==> src/rtl/elastic_skid_buffer_pkg.sv <==
// elastic_skid_buffer_pkg: width helpers and stream monitor parameters shared by the buffer.
package elastic_skid_buffer_pkg;
    localparam int STREAM_MON_MAX_STALL = 1024;
    localparam int STREAM_MON_CHECK_STABLE = 1;

    function automatic int level_width(input int depth);
        return $clog2(depth + 1);
    endfunction

    function automatic int ptr_width(input int depth);
        return (depth > 1) ? $clog2(depth) : 1;
    endfunction
endpackage

==> src/rtl/elastic_skid_buffer_ram.sv <==
// elastic_skid_buffer_ram: DEPTH x DATA_WIDTH storage, one write port, one async read port.
module elastic_skid_buffer_ram #(
    parameter int DATA_WIDTH = 32,
    parameter int DEPTH = 4,
    parameter int AW = 2
) (
    input  logic                  clk,
    input  logic                  i_we,
    input  logic [AW-1:0]         i_waddr,
    input  logic [DATA_WIDTH-1:0] i_wdata,
    input  logic [AW-1:0]         i_raddr,
    output logic [DATA_WIDTH-1:0] o_rdata
);
    logic [DATA_WIDTH-1:0] r_mem [DEPTH];

    always_ff @(posedge clk)
        if (i_we) r_mem[i_waddr] <= i_wdata;

    assign o_rdata = r_mem[i_raddr];
endmodule

==> src/rtl/elastic_skid_buffer.sv <==
// elastic_skid_buffer: DEPTH-entry elastic stream buffer with registered ready/valid/data,
// occupancy level and synchronous flush.
module elastic_skid_buffer
    import elastic_skid_buffer_pkg::*;
#(
    parameter int DATA_WIDTH = 32,
    parameter int DEPTH = 4,
    localparam int LEVEL_W = level_width(DEPTH)
) (
    input  logic                  clk,
    input  logic                  rst,
    input  logic                  flush,
    input  logic [DATA_WIDTH-1:0] in_data,
    input  logic                  in_valid,
    output logic                  in_ready,
    output logic [DATA_WIDTH-1:0] out_data,
    output logic                  out_valid,
    input  logic                  out_ready,
    output logic [LEVEL_W-1:0]    level
);
    localparam int AW = ptr_width(DEPTH);

    logic [AW-1:0]         r_wr_ptr, r_rd_ptr, w_rd_ptr_next;
    logic [LEVEL_W-1:0]    r_level, w_level_kept, w_level_next;
    logic                  r_in_ready, r_out_valid, w_push, w_pop;
    logic [DATA_WIDTH-1:0] r_out_data, w_ram_rdata, w_out_data_next;

    assign w_push        = in_valid & r_in_ready;
    assign w_pop         = r_out_valid & out_ready;
    assign w_rd_ptr_next = r_rd_ptr + AW'(w_pop);
    assign w_level_kept  = r_level - LEVEL_W'(w_pop);
    assign w_level_next  = w_level_kept + LEVEL_W'(w_push);
    // Every word is also written to storage; the head copy in out_data bypasses the RAM
    // only when nothing older survives this cycle.
    assign w_out_data_next = (w_level_kept != '0) ? w_ram_rdata : (w_push ? in_data : r_out_data);

    elastic_skid_buffer_ram #(
        .DATA_WIDTH(DATA_WIDTH),
        .DEPTH(DEPTH),
        .AW(AW)
    ) u_ram (
        .clk(clk),
        .i_we(w_push),
        .i_waddr(r_wr_ptr),
        .i_wdata(in_data),
        .i_raddr(w_rd_ptr_next),
        .o_rdata(w_ram_rdata)
    );

    always_ff @(posedge clk) begin
        if (rst) begin
            r_wr_ptr    <= '0;
            r_rd_ptr    <= '0;
            r_level     <= '0;
            r_in_ready  <= 1'b0;
            r_out_valid <= 1'b0;
            r_out_data  <= '0;
        end else if (flush) begin
            r_wr_ptr    <= '0;
            r_rd_ptr    <= '0;
            r_level     <= '0;
            r_in_ready  <= 1'b1;
            r_out_valid <= 1'b0;
        end else begin
            r_wr_ptr    <= r_wr_ptr + AW'(w_push);
            r_rd_ptr    <= w_rd_ptr_next;
            r_level     <= w_level_next;
            r_in_ready  <= w_level_next < LEVEL_W'(DEPTH);
            r_out_valid <= w_level_next != '0;
            r_out_data  <= w_out_data_next;
        end
    end

    assign in_ready  = r_in_ready;
    assign out_valid = r_out_valid;
    assign out_data  = r_out_data;
    assign level     = r_level;
endmodule

==> config.mk <==
export PLATFORM = sky130hd
export DESIGN_NAME = elastic_skid_buffer
export DESIGN_NICKNAME = d
export VERILOG_FILES = /design/src/rtl/elastic_skid_buffer_pkg.sv /design/src/rtl/elastic_skid_buffer_ram.sv /design/src/rtl/elastic_skid_buffer.sv
export SDC_FILE = /design/constraint.sdc
export NUM_CORES = 1
export LEC_CHECK = 0
export BUFFER_PORTS_ARGS = -buffer_cell sky130_fd_sc_hd__buf_2
export CAP_MARGIN = 20
export CORE_AREA = 2 2 106 108
export DETAILED_ROUTE_END_ITERATION = 16
export DIE_AREA = 0 0 108 110
export PLACE_DENSITY = 0.83
export SLEW_MARGIN = 20
export SYNTH_ARGS = -nofsm -noshare
export SYNTH_HDL_FRONTEND = slang
export SYNTH_SLANG_ARGS = --single-unit
==> constraint.sdc <==
create_clock -name clk -period 8.1 [get_ports clk]
set_clock_uncertainty 0.05 [all_clocks]
set_input_delay 2.43 -clock clk [delete_from_list [all_inputs] [get_ports clk]]
set_output_delay 2.43 -clock clk [all_outputs]
set_load 0.1 [all_outputs]
Word-level counts from Yosys, hierarchy flattened
Memories as Yosys holds them, arrays and structs flattened.
Cells that the tools add are included.
{"block": "totals", "register_bits": 41, "mem_bits_rw": 128, "input_bits": 37, "out_inout_bits": 37, "n_memories": 1}
{"block": "op_classes", "addsub": 4, "order_cmp": 1, "muxes": 5, "n_bitwise": 3, "n_reduce_logical": 5}
{"name": "u_ram.r_mem", "words": 4, "width": 32, "rd": 1, "rd_clocked_by_memory_dff": 0, "write_ports": 1, "line": "elastic_skid_buffer_ram.sv:14", "text": "logic [DATA_WIDTH-1:0] r_mem [DEPTH];"}
{"operator": "32-bit 2-to-1 mux", "count": 2}
{"operator": "3-bit nonzero test", "count": 2}
{"operator": "2-bit by 1-bit adder with 2-bit output", "count": 2}
{"operator": "3-bit by 1-bit adder with 3-bit output", "count": 1}
{"operator": "3-bit < comparator (second input constant)", "count": 1}
{"operator": "1-bit 2-to-1 mux", "count": 3}
{"operator": "3-bit by 1-bit subtractor with 3-bit output", "count": 1}
{"operator": "1-bit AND", "count": 2}
{"operator": "2-bit AND reduction", "count": 1}
{"operator": "2-bit nonzero test", "count": 1}
{"operator": "2-bit OR reduction", "count": 1}
{"operator": "1-bit NOT", "count": 1}

Depth between registers and ports, before layout
Gate-level depths: netlist of the first run.
{"block": "depth", "depth_word": 5, "ltp_mapped": 8}

Cells and area by module
Synthesis of the first run repeated with hierarchy kept, for this count alone.
{"block": "hier_totals", "cells_unflattened": 459, "area_unflattened_um2": 7304.5}
{"mod": "elastic_skid_buffer_ram", "n_inst": 1, "cells_per_inst": 171, "area_each_um2": 4689.5, "seq_area_each_um2": 3843.7}
{"mod": "elastic_skid_buffer", "n_inst": 1, "cells_per_inst": 288, "area_each_um2": 2615.0, "seq_area_each_um2": 820.8}

Worst setup path after synthesis of the first run
Ideal clock, no wire load.
{"block": "synth_timing", "path_kind": "input to register", "startpoint": "in in_valid", "endpoint": "mem u_ram.r_mem[1][0], enable pin", "setup_ns": 0.468, "arrival_time_ns": 5.008, "required_ns": 7.582, "setup_slack_ns": 2.574, "path_stages": 2, "path_buffers": 0, "path_cell_list": "nand2_1 > nor3b_1"}
{"block": "synth_between", "elab_chain_cells": 3}
{"item": "start, declared", "line": "elastic_skid_buffer.sv:14", "text": "input logic in_valid,"}
{"item": "1-bit AND", "line": "elastic_skid_buffer.sv:28", "text": "assign w_push = in_valid & r_in_ready;"}
{"item": "1-bit 2-to-1 mux", "line": "elastic_skid_buffer_ram.sv:17", "text": "if (i_we) r_mem[i_waddr] <= i_wdata;"}
{"item": "1-bit 2-to-1 mux (not written as such)", "line": "elastic_skid_buffer_ram.sv:17"}
{"item": "end, declared", "line": "elastic_skid_buffer_ram.sv:14"}
No other way between the ends.

Worst setup path after layout of the first run
{"block": "layout_timing", "startpoint": "in out_ready", "endpoint": "reg r_out_data[31], in the netlist out_data[31]"}
{"block": "layout_between", "elab_chain_cells": 5, "word_cells_on_any_way": 8, "classes_between": "2 x add/sub; 1 x mux; 1 x bitwise; 3 x reduce/logical; 1 x memory"}
{"item": "start, declared", "line": "elastic_skid_buffer.sv:18", "text": "input logic out_ready,"}
{"item": "1-bit AND (*)", "line": "elastic_skid_buffer.sv:29", "text": "assign w_pop = r_out_valid & out_ready;"}
{"item": "3-bit by 1-bit subtractor with 3-bit output", "line": "elastic_skid_buffer.sv:31", "text": "assign w_level_kept = r_level - LEVEL_W'(w_pop);"}
{"item": "3-bit nonzero test", "line": "elastic_skid_buffer.sv:35", "text": "assign w_out_data_next = (w_level_kept != '0) ? w_ram_rdata : (w_push ? in_data : r_out_data);"}
{"item": "2-bit nonzero test (no source line)"}
{"item": "2-bit AND reduction (no source line)"}
{"item": "end signal, assigned", "line": "elastic_skid_buffer.sv:70", "text": "r_out_data <= w_out_data_next;"}
{"item": "end, declared", "line": "elastic_skid_buffer.sv:26", "text": "logic [DATA_WIDTH-1:0] r_out_data, w_ram_rdata, w_out_data_next;"}
Mark *: on every way between the ends. The rest lies on a longest branch, timed or not.
A chain may end at the register's enable or synchronous reset.

==> reports/metrics.csv, run 1 <==
metric;value;unit
power_switching_share;28.6;%
hold_start;out_data[24]$_SDFFE_PP0P_;
async_flop_share;0;%
grt_pass1_vias;3845;
fp.dieW;108;um
synth_most_common_cell;edfxtp_1;
syn-num-nets;432;
slew_violations;0;
path_max_fanout;17;
power_switching;617;uW
setup_violations;0;
powerDensity;281;nW/um^2
core;10700;sq um
drt-wirelength-per-cell;20.7;um
p_leak;2.72;nW
drive_gt1_share;35.5;%
via_per_inst;5.94;
p_int;1.54;mW
drc;0;
whs_path_depth;2;
syn_avg_cell_area;16.8;sq um
numPortBuffers;73;
grt_overflow;0;
grt_max_degree;65;
cp.arrival;4690;ps
p_seq_share;45.4;%
drt_iter0_drc;190;
hold_end;out_data[24]$_SDFFE_PP0P_;
synth_top_area_share;58.7;%
syn2layout_area_growth;17.6;%
place_ws;3200;ps
relSlewSlack;34.2;%
post_cts_buffers;0;
synth_cell_type_count;25;
crit_path_start;out_ready;
grt_pass1_wl;19700;um
clockPowerShare;37.8;%
worst_slack;3720;ps
post_cts_resized;0;
cts_buffers;17;
reg2reg_slack;5390;ps
p_comb_share;16.8;%
drv_cap;0;
pin_count;74;
synth.largest_area_cell;edfxtp_1;
routed_wl;12900;um
timing.critical_path.required;8410;ps
clkLatencyLatePin;530;ps
hold_class;reg2reg;
cts_max_level;4;
fin_crit;4380;ps
nFillCells;667;
nets;512;
cts_hold_buffers;0;
clock-sinks;169;
ys_dominant_reg_cell;edfxtp_1;
dp_hpwl;7430;um
r2r-start;out_valid$_SDFF_PP0_;
yosysWarnings;0;
die-height;110;um
vias;3699;
floorplan.rows;38;
status;finished, final reports clean;
synth_commonest_cells;edfxtp_1 (128), nand2_1 (65), dfxtp_1 (41);
gp_congestion;0.741;
tightest_slew;987;ps
gr-usage-all-layers;23.3;%
setup_tns;0;ps
finalHoldViolCount;0;
root_buffer;clkbuf_8;
r2r_end;out_data[31]$_SDFFE_PP0P_;
first_pass_iters;5;
cp-start-kind;input port;
synth_enable_flop_cells;128;
synth_area_leaders;edfxtp_1 (59%), dfxtp_1 (13%), mux4_2 (11%);
ys_seq_elements;169;
path_clk_slew;70;ps
criticalPathCategory;in2reg;
ir_drop;0.180;mV
cts_tree;built;
start_util;61.2;%
dieArea;11900;sq um
power;2.16;mW
reg2regPathDepth;8;
syn_area;6540;sq um
fin_crit_sh;54.1;%
antenna_found_initial;2;
rsz0062_at_grt;false;
yosysSeqAreaShare;71.3;%
syn_inst;389;
ant_nets;0;
fmax;228;MHz
fin_util;71.9;%
cp-end-kind;flip-flop;
cts_buffer_depth;2;
cells in the final DEF, fill, tap and decap left out, types with 2 or more instances in the layout:
cell type and instances:
a311oi_1 14, a311oi_2 18, and2_1 6, buf_2 73, buf_4 11, bufinv_16 3
clkbuf_1 3, clkbuf_16 17, clkbuf_8 2, clkinv_4 2, clkinvlp_4 4, dfxtp_1 41
edfxtp_1 128, ha_1 5, inv_1 5, mux4_2 32, nand2_1 65, nor2_1 36
nor3_1 2, nor3b_2 2, xnor2_1 3
critical path, stage by stage:
cell and delay (ps):
buf_2 90, and2_1 150, ha_1 180, ha_1 210
xnor2_1 320, nand3_1 630, buf_4 460, nand2_1 110
a311oi_2 100
power groups by stage:
stage / Clock [mW] / Sequential [mW] / Combinational, mW
after global placement: 0 / 0.996 / 0.352
after floorplan: 0 / 1.15 / 0.128
after detailed placement: 0 / 0.998 / 0.360
after global routing: 0.863 / 0.982 / 0.382
final: 0.817 / 0.980 / 0.362
after CTS: 0.826 / 0.980 / 0.364
final cells by class:
| type | count | area [sq um] | share of cell area, % |
|---|---|---|---|
| inverter | 5 | 18.8 | 0.244 |
| antenna | 1 | 2.50 | 0.0325 |
| tap | 140 | 175 | 2.28 |
| sequential | 169 | 4660 | 60.6 |
| clock buffer | 22 | 464 | 6.03 |
| timing repair buffer | 84 | 448 | 5.82 |
| clock inverter | 10 | 143 | 1.85 |
| multi-input combinational | 192 | 1780 | 23.1 |
metal layers:
layer	up-vias	wire (um)	GRT usage, %
li1	1665	-	-
met1	1840	4930	26.9
met2	157	6820	40.9
met3	35	868	7.29
met4	2	279	9.07
met5	-	13	0
registers in the layout, indices dropped and copies added (netlist names):
signal	count
out_valid	1
out_data	32
r_rd_ptr	2
in_ready	1
level	3
r_wr_ptr	2
u_ram.r_mem	128
through the flow:
| step | hold slack, ps | area [sq um] | std cells |
|---|---|---|---|
| floorplan | 479 | 6540 | 389 |
| global placement | 435 | 7090 | 590 |
| detailed placement | 447 | 7090 | 590 |
| CTS | 456 | 7690 | 622 |
| global route | 474 | 7690 | 623 |
| finish | 454 | 7690 | 623 |
logic make-up after synthesis:
logic type,Yosys count,synth area share [%]
multiplexers,32,11.0
AO/OA/AOI/OAI,34,6.37
buffers and inverters,28,2.26
XOR/XNOR,5,0.784
AND/OR/NAND/NOR,115,7.15
flip-flops,169,71.3
adder cells (fa/ha/maj),6,1.15
how the worst max path moves through the flow:
| stage | depth (start not counted) | slack (ps) | endpoint |
|---|---|---|---|
| after floorplan | 2 | 2570 | u_ram.r_mem[1][0]$_DFFE_PP_ |
| after global placement | 9 | 3300 | out_data[26]$_SDFFE_PP0P_ |
| after detailed placement | 9 | 3200 | out_data[31]$_SDFFE_PP0P_ |
| after CTS | 9 | 3720 | out_data[11]$_SDFFE_PP0P_ |
| after global routing | 9 | 3640 | out_data[9]$_SDFFE_PP0P_ |
| final | 9 | 3720 | out_data[31]$_SDFFE_PP0P_ |
Note: power is estimated with default switching activity, not from simulation.
==> inputs of run 2 (changes only) <==
--- a/config.mk
+++ b/config.mk
@@ -7,10 +7,10 @@
 export LEC_CHECK = 0
 export BUFFER_PORTS_ARGS = -buffer_cell sky130_fd_sc_hd__buf_2
 export CAP_MARGIN = 20
-export CORE_AREA = 2 2 106 108
+export CORE_AREA = 2 2 110 112
 export DETAILED_ROUTE_END_ITERATION = 16
-export DIE_AREA = 0 0 108 110
-export PLACE_DENSITY = 0.83
+export DIE_AREA = 0 0 112 114
+export PLACE_DENSITY = 0.78
 export SLEW_MARGIN = 20
 export SYNTH_ARGS = -nofsm -noshare
 export SYNTH_HDL_FRONTEND = slang
==> constraint.sdc (replaced) <==
create_clock -name clk -period 4.3 [get_ports clk]
set_clock_uncertainty 0.05 [all_clocks]
set_input_delay 1.29 -clock clk [delete_from_list [all_inputs] [get_ports clk]]
set_output_delay 1.29 -clock clk [all_outputs]
set_load 0.1 [all_outputs]
==> reports/metrics.csv, run 2 (synthesis gave the netlist of run 1 again) <==
metric;value;unit;change
status;finished, final reports clean;;
p_leak;2.74;nW;+0.83%
post_cts_buffers;0;;unchanged
cts_tree;built;;
dpl_cell_area;7150;sq um;+0.90%
fp.dieW;112;um;+3.7%
grt_max_degree;41;;-37%
criticalPathCategory;in2reg;;
cts_buffers;17;;unchanged
via_per_inst;5.82;;-2.0%
hold_start;out_data[10]$_SDFFE_PP0P_;;
fin_crit;2950;ps;
numPortBuffers;73;;unchanged
powerDensity;518;nW/um^2;+85%
final_cell_mix;edfxtp_1 (128), buf_2 (73), nand2_1 (65);;
cp.arrival;3220;ps;-1470 ps
tightest_slew;892;ps;-95.4 ps
setup_tns;0;ps;unchanged
root_buffer;clkbuf_16;;
clock-sinks;169;;unchanged
reg2reg_slack;1960;ps;-3430 ps
core;11700;sq um;+9.5%
path_max_fanout;40;;+23
cts_max_level;4;;unchanged
largest_register;u_ram.r_mem;;
first_pass_iters;4;;-1
drive_gt1_share;36.2;%;+0.74 points
layout_commonest_cell;edfxtp_1;;
rsz0062_at_grt;false;;
setup_violations;0;;unchanged
drv_cap;0;;unchanged
ant_nets;0;;unchanged
routed_wl;12800;um;-1.1%
drt_iter0_drc;247;;+30%
nets;516;;+0.78%
cts_buffer_depth;2;;unchanged
fin_crit_sh;68.7;%;
syn2layout_area_growth;18.2;%;
fmax;338;MHz;
hold_end;out_data[10]$_SDFFE_PP0P_;;
grt_pass1_wl;20400;um;+3.6%
clkLatencyLatePin;420;ps;-110 ps
cp-start-kind;input port;;
floorplan.rows;40;;+5.3%
drc;0;;unchanged
die-height;114;um;+3.6%
r2r_end;out_data[17]$_SDFFE_PP0P_;;
path_clk_slew;60;ps;about the same
antenna_found_initial;1;;-1
vias;3683;;-0.43%
reg2regPathDepth;8;;unchanged
n_antenna_cell;0;;-1
hold_class;reg2reg;;
gp_congestion;0.747;;+0.93%
cts_hold_buffers;0;;unchanged
start_util;55.9;%;-5.3 points
relSlewSlack;40.6;%;+6.4 points
gr-usage-all-layers;21.1;%;-2.2 points
r2r-start;out_valid$_SDFF_PP0_;;
pin_count;74;;unchanged
slew_violations;0;;unchanged
whs_path_depth;2;;unchanged
ir_drop;0.307;mV;+70%
post_cts_resized;0;;unchanged
cp-end-kind;flip-flop;;
timing.critical_path.required;4560;ps;-3850 ps
dp_hpwl;7780;um;+4.8%
grt_overflow;0;;unchanged
finalHoldViolCount;0;;unchanged
final_cell_area;7730;sq um;+0.50%
dieArea;12800;sq um;+7.5%
largest_register_ffs;128;;unchanged
grt_pass1_vias;3905;;+1.6%
drt-wirelength-per-cell;20.2;um;-2.6%
nFillCells;838;;+26%
-- run 2: how the worst max path moves through the flow --
stage | from | endpoint | cells past startpoint
detailed placement | out_ready | out_data[13]$_SDFFE_PP0P_ | 9
global route | out_ready | out_data[13]$_SDFFE_PP0P_ | 9
finish | out_ready | out_data[17]$_SDFFE_PP0P_ | 9
CTS | out_ready | out_data[17]$_SDFFE_PP0P_ | 9
global placement | out_ready | out_data[10]$_SDFFE_PP0P_ | 7
floorplan | in_valid | u_ram.r_mem[0][0]$_DFFE_PP_ | 2
-- run 2: power by group --
group | switching, mW | internal, mW
clock | 0.601 | 0.872
combinational | 0.532 | 0.159
sequential | 0.0282 | 1.82
-- run 2: per-layer routing --
metal	share of wire [%]	wire, um	vias to the layer above	GRT usage (%)
li1	-	-	1673	-
met1	42	5330	1875	26.4
met2	52	6590	119	37.2
met3	5.4	695	14	4.99
met4	1.2	150	2	6.10
met5	0.10	13	-	0
-- run 2: per-stage QoR --
| stage | setup WS, ps | power (mW) | cells | utilization, % | hold slack, ps |
|---|---|---|---|---|---|
| finish | 1350 | 4.01 | 633 | 66.0 | 457 |
| global route | 1230 | 4.15 | 633 | 66.0 | 465 |
| CTS | 1330 | 4.04 | 633 | 66.0 | 458 |
| detailed placement | 953 | 2.57 | 601 | 61.0 | 446 |
| global placement | 993 | 2.55 | 601 | 61.0 | 432 |
| floorplan | 84.5 | 2.42 | 389 | - | 488 |
-- run 2: cell type report --
class	instances	area [sq um]	area share, %
Inverter	5	18.8	0.243
Sequential cell	169	4660	60.3
Tap cell	147	184	2.38
Clock inverter	14	145	1.88
Timing Repair Buffer	88	490	6.34
Multi-Input combinational cell	192	1790	23.2
Clock buffer	18	439	5.68
-- run 2: worst max-delay path, cell delays in order --
cell and delay (ps):
buf_2 90, and2_1 150, ha_1 180, ha_1 210, xnor2_1 180, a41oi_4 250
buf_4 440, nor2_1 120, a311oi_2 290
==> inputs of run 3 (changes only) <==
==> constraint.sdc (replaced) <==
create_clock -name clk -period 3 [get_ports clk]
set_clock_uncertainty 0.05 [all_clocks]
set_input_delay 0.9 -clock clk [delete_from_list [all_inputs] [get_ports clk]]
set_output_delay 0.9 -clock clk [all_outputs]
set_load 0.1 [all_outputs]
==> reports/metrics.csv, run 3 (synthesis gave the netlist of run 1 again) <==
metric;value;unit;change
status;finished, final reports clean;;
floorplan.rows;40;;unchanged
clkLatencyLatePin;420;ps;about the same
first_pass_iters;4;;unchanged
relSlewSlack;67.4;%;+27 points
pin_count;74;;unchanged
syn2layout_area_growth;20.4;%;
grt_pass1_wl;19800;um;-2.6%
ant_nets;0;;unchanged
power_switching;1.63;mW;+40%
p_leak;2.81;nW;+2.4%
slew_violations;0;;unchanged
dieArea;12800;sq um;unchanged
fp.dieW;112;um;unchanged
timing.critical_path.required;3270;ps;-1290 ps
powerDensity;755;nW/um^2;+46%
grt_pass1_vias;3726;;-4.6%
drt_iter0_drc;282;;+14%
largest_register_ffs;128;;unchanged
nets;521;;+0.97%
cts_tree;built;;
cts_buffer_depth;2;;unchanged
cp-end-kind;flip-flop;;
power_switching_share;27.4;%;-1.6 points
core;11700;sq um;unchanged
clock-sinks;169;;unchanged
via_per_inst;5.71;;-1.9%
p_comb_share;17.0;%;-0.2 points
p_seq_share;44.5;%;-1.5 points
fin_crit;2440;ps;
p_int;4.32;mW;+52%
tightest_slew;493;ps;-399 ps
final_cell_mix;edfxtp_1 (128), buf_2 (73), nand2_1 (65);;
drt-wirelength-per-cell;19.9;um;-1.4%
path_clk_slew;60;ps;about the same
root_buffer;clkbuf_16;;
drc;0;;unchanged
final_cell_area;7880;sq um;+1.9%
setup_violations;0;;unchanged
gr-usage-all-layers;21.2;%;+0.064 points
cts_max_level;4;;unchanged
drive_gt1_share;36.3;%;+0.039 points
n_antenna_cell;0;;unchanged
fin_crit_sh;81.2;%;
start_util;55.9;%;unchanged
vias;3642;;-1.1%
cp.arrival;2710;ps;-510 ps
post_cts_buffers;0;;unchanged
grt_max_degree;41;;unchanged
fmax;410;MHz;
drv_cap;0;;unchanged
criticalPathCategory;in2reg;;
post_cts_resized;0;;unchanged
antenna_found_initial;1;;unchanged
gp_congestion;0.759;;+1.6%
die-height;114;um;unchanged
cts_hold_buffers;0;;unchanged
hold_class;reg2reg;;
power;5.95;mW;+48%
layout_commonest_cell;edfxtp_1;;
setup_tns;0;ps;unchanged
ir_drop;0.529;mV;+72%
dp_hpwl;7670;um;-1.4%
routed_wl;12700;um;-0.66%
cp-start-kind;input port;;
cts_buffers;17;;unchanged
numPortBuffers;73;;unchanged
rsz0062_at_grt;false;;
finalHoldViolCount;0;;unchanged
clockPowerShare;38.5;%;+1.8 points
path_max_fanout;16;;-60%
grt_overflow;0;;unchanged
dpl_cell_area;7260;sq um;+1.5%
largest_register;u_ram.r_mem;;
[run 3: through the flow]
stage                     std cells  setup WS [ps]  utilization, %  hold slack [ps]
after global routing            638            465            67.3              474
after CTS                       638            566            67.3              453
after global placement          606            257            62.0              435
final                           638            563            67.3              447
after detailed placement        606            170            62.0              444
after floorplan                 389           -143               -              498
[run 3: path summary, 6_finish.rpt]
path / start / endpoint / slack (ps) / cells past startpoint
setup / recovery: out_ready / out_data[18]$_SDFFE_PP0P_ / 560 / 9
hold / removal: out_data[25]$_SDFFE_PP0P_ / out_data[25]$_SDFFE_PP0P_ / 450 / 2
setup reg to reg: out_valid$_SDFF_PP0_ / out_data[18]$_SDFFE_PP0P_ / 810 / 8
hold reg to reg: out_data[25]$_SDFFE_PP0P_ / out_data[25]$_SDFFE_PP0P_ / 450 / 2
[run 3: area by class of cell]
cell class,instances,area (sq um)
Tap cell,147,184
Sequential cell,169,4660
Inverter,5,18.8
Clock inverter,8,143
Clock buffer,24,483
Multi-Input combinational cell,192,1800
Fill cell,785,3830
Timing Repair Buffer,93,591
[run 3: worst max-delay path: stages]
cell and delay [ps]:
buf_2 100, and2_1 150, ha_1 190, ha_1 370, inv_1 120, nor3_4 290, buf_12 190, nand2_1 70
a311oi_2 310
[run 3: per-layer routing]
layer | global-route usage [%] | wire, um
met3 | 6.48 | 888
met2 | 35.3 | 6430
met1 | 27.2 | 5180
met5 | 0 | 13
met4 | 6.50 | 181
[run 3: power by group through the flow]
stage	sequential [mW]	combinational, mW	clock (mW)
2_1_floorplan	3.12	0.347	0
3_3_place_gp	2.69	0.997	0
3_5_place_dp	2.70	1.02	0
4_1_cts	2.65	1.02	2.32
5_1_grt	2.66	1.07	2.42
6_report	2.65	1.01	2.29
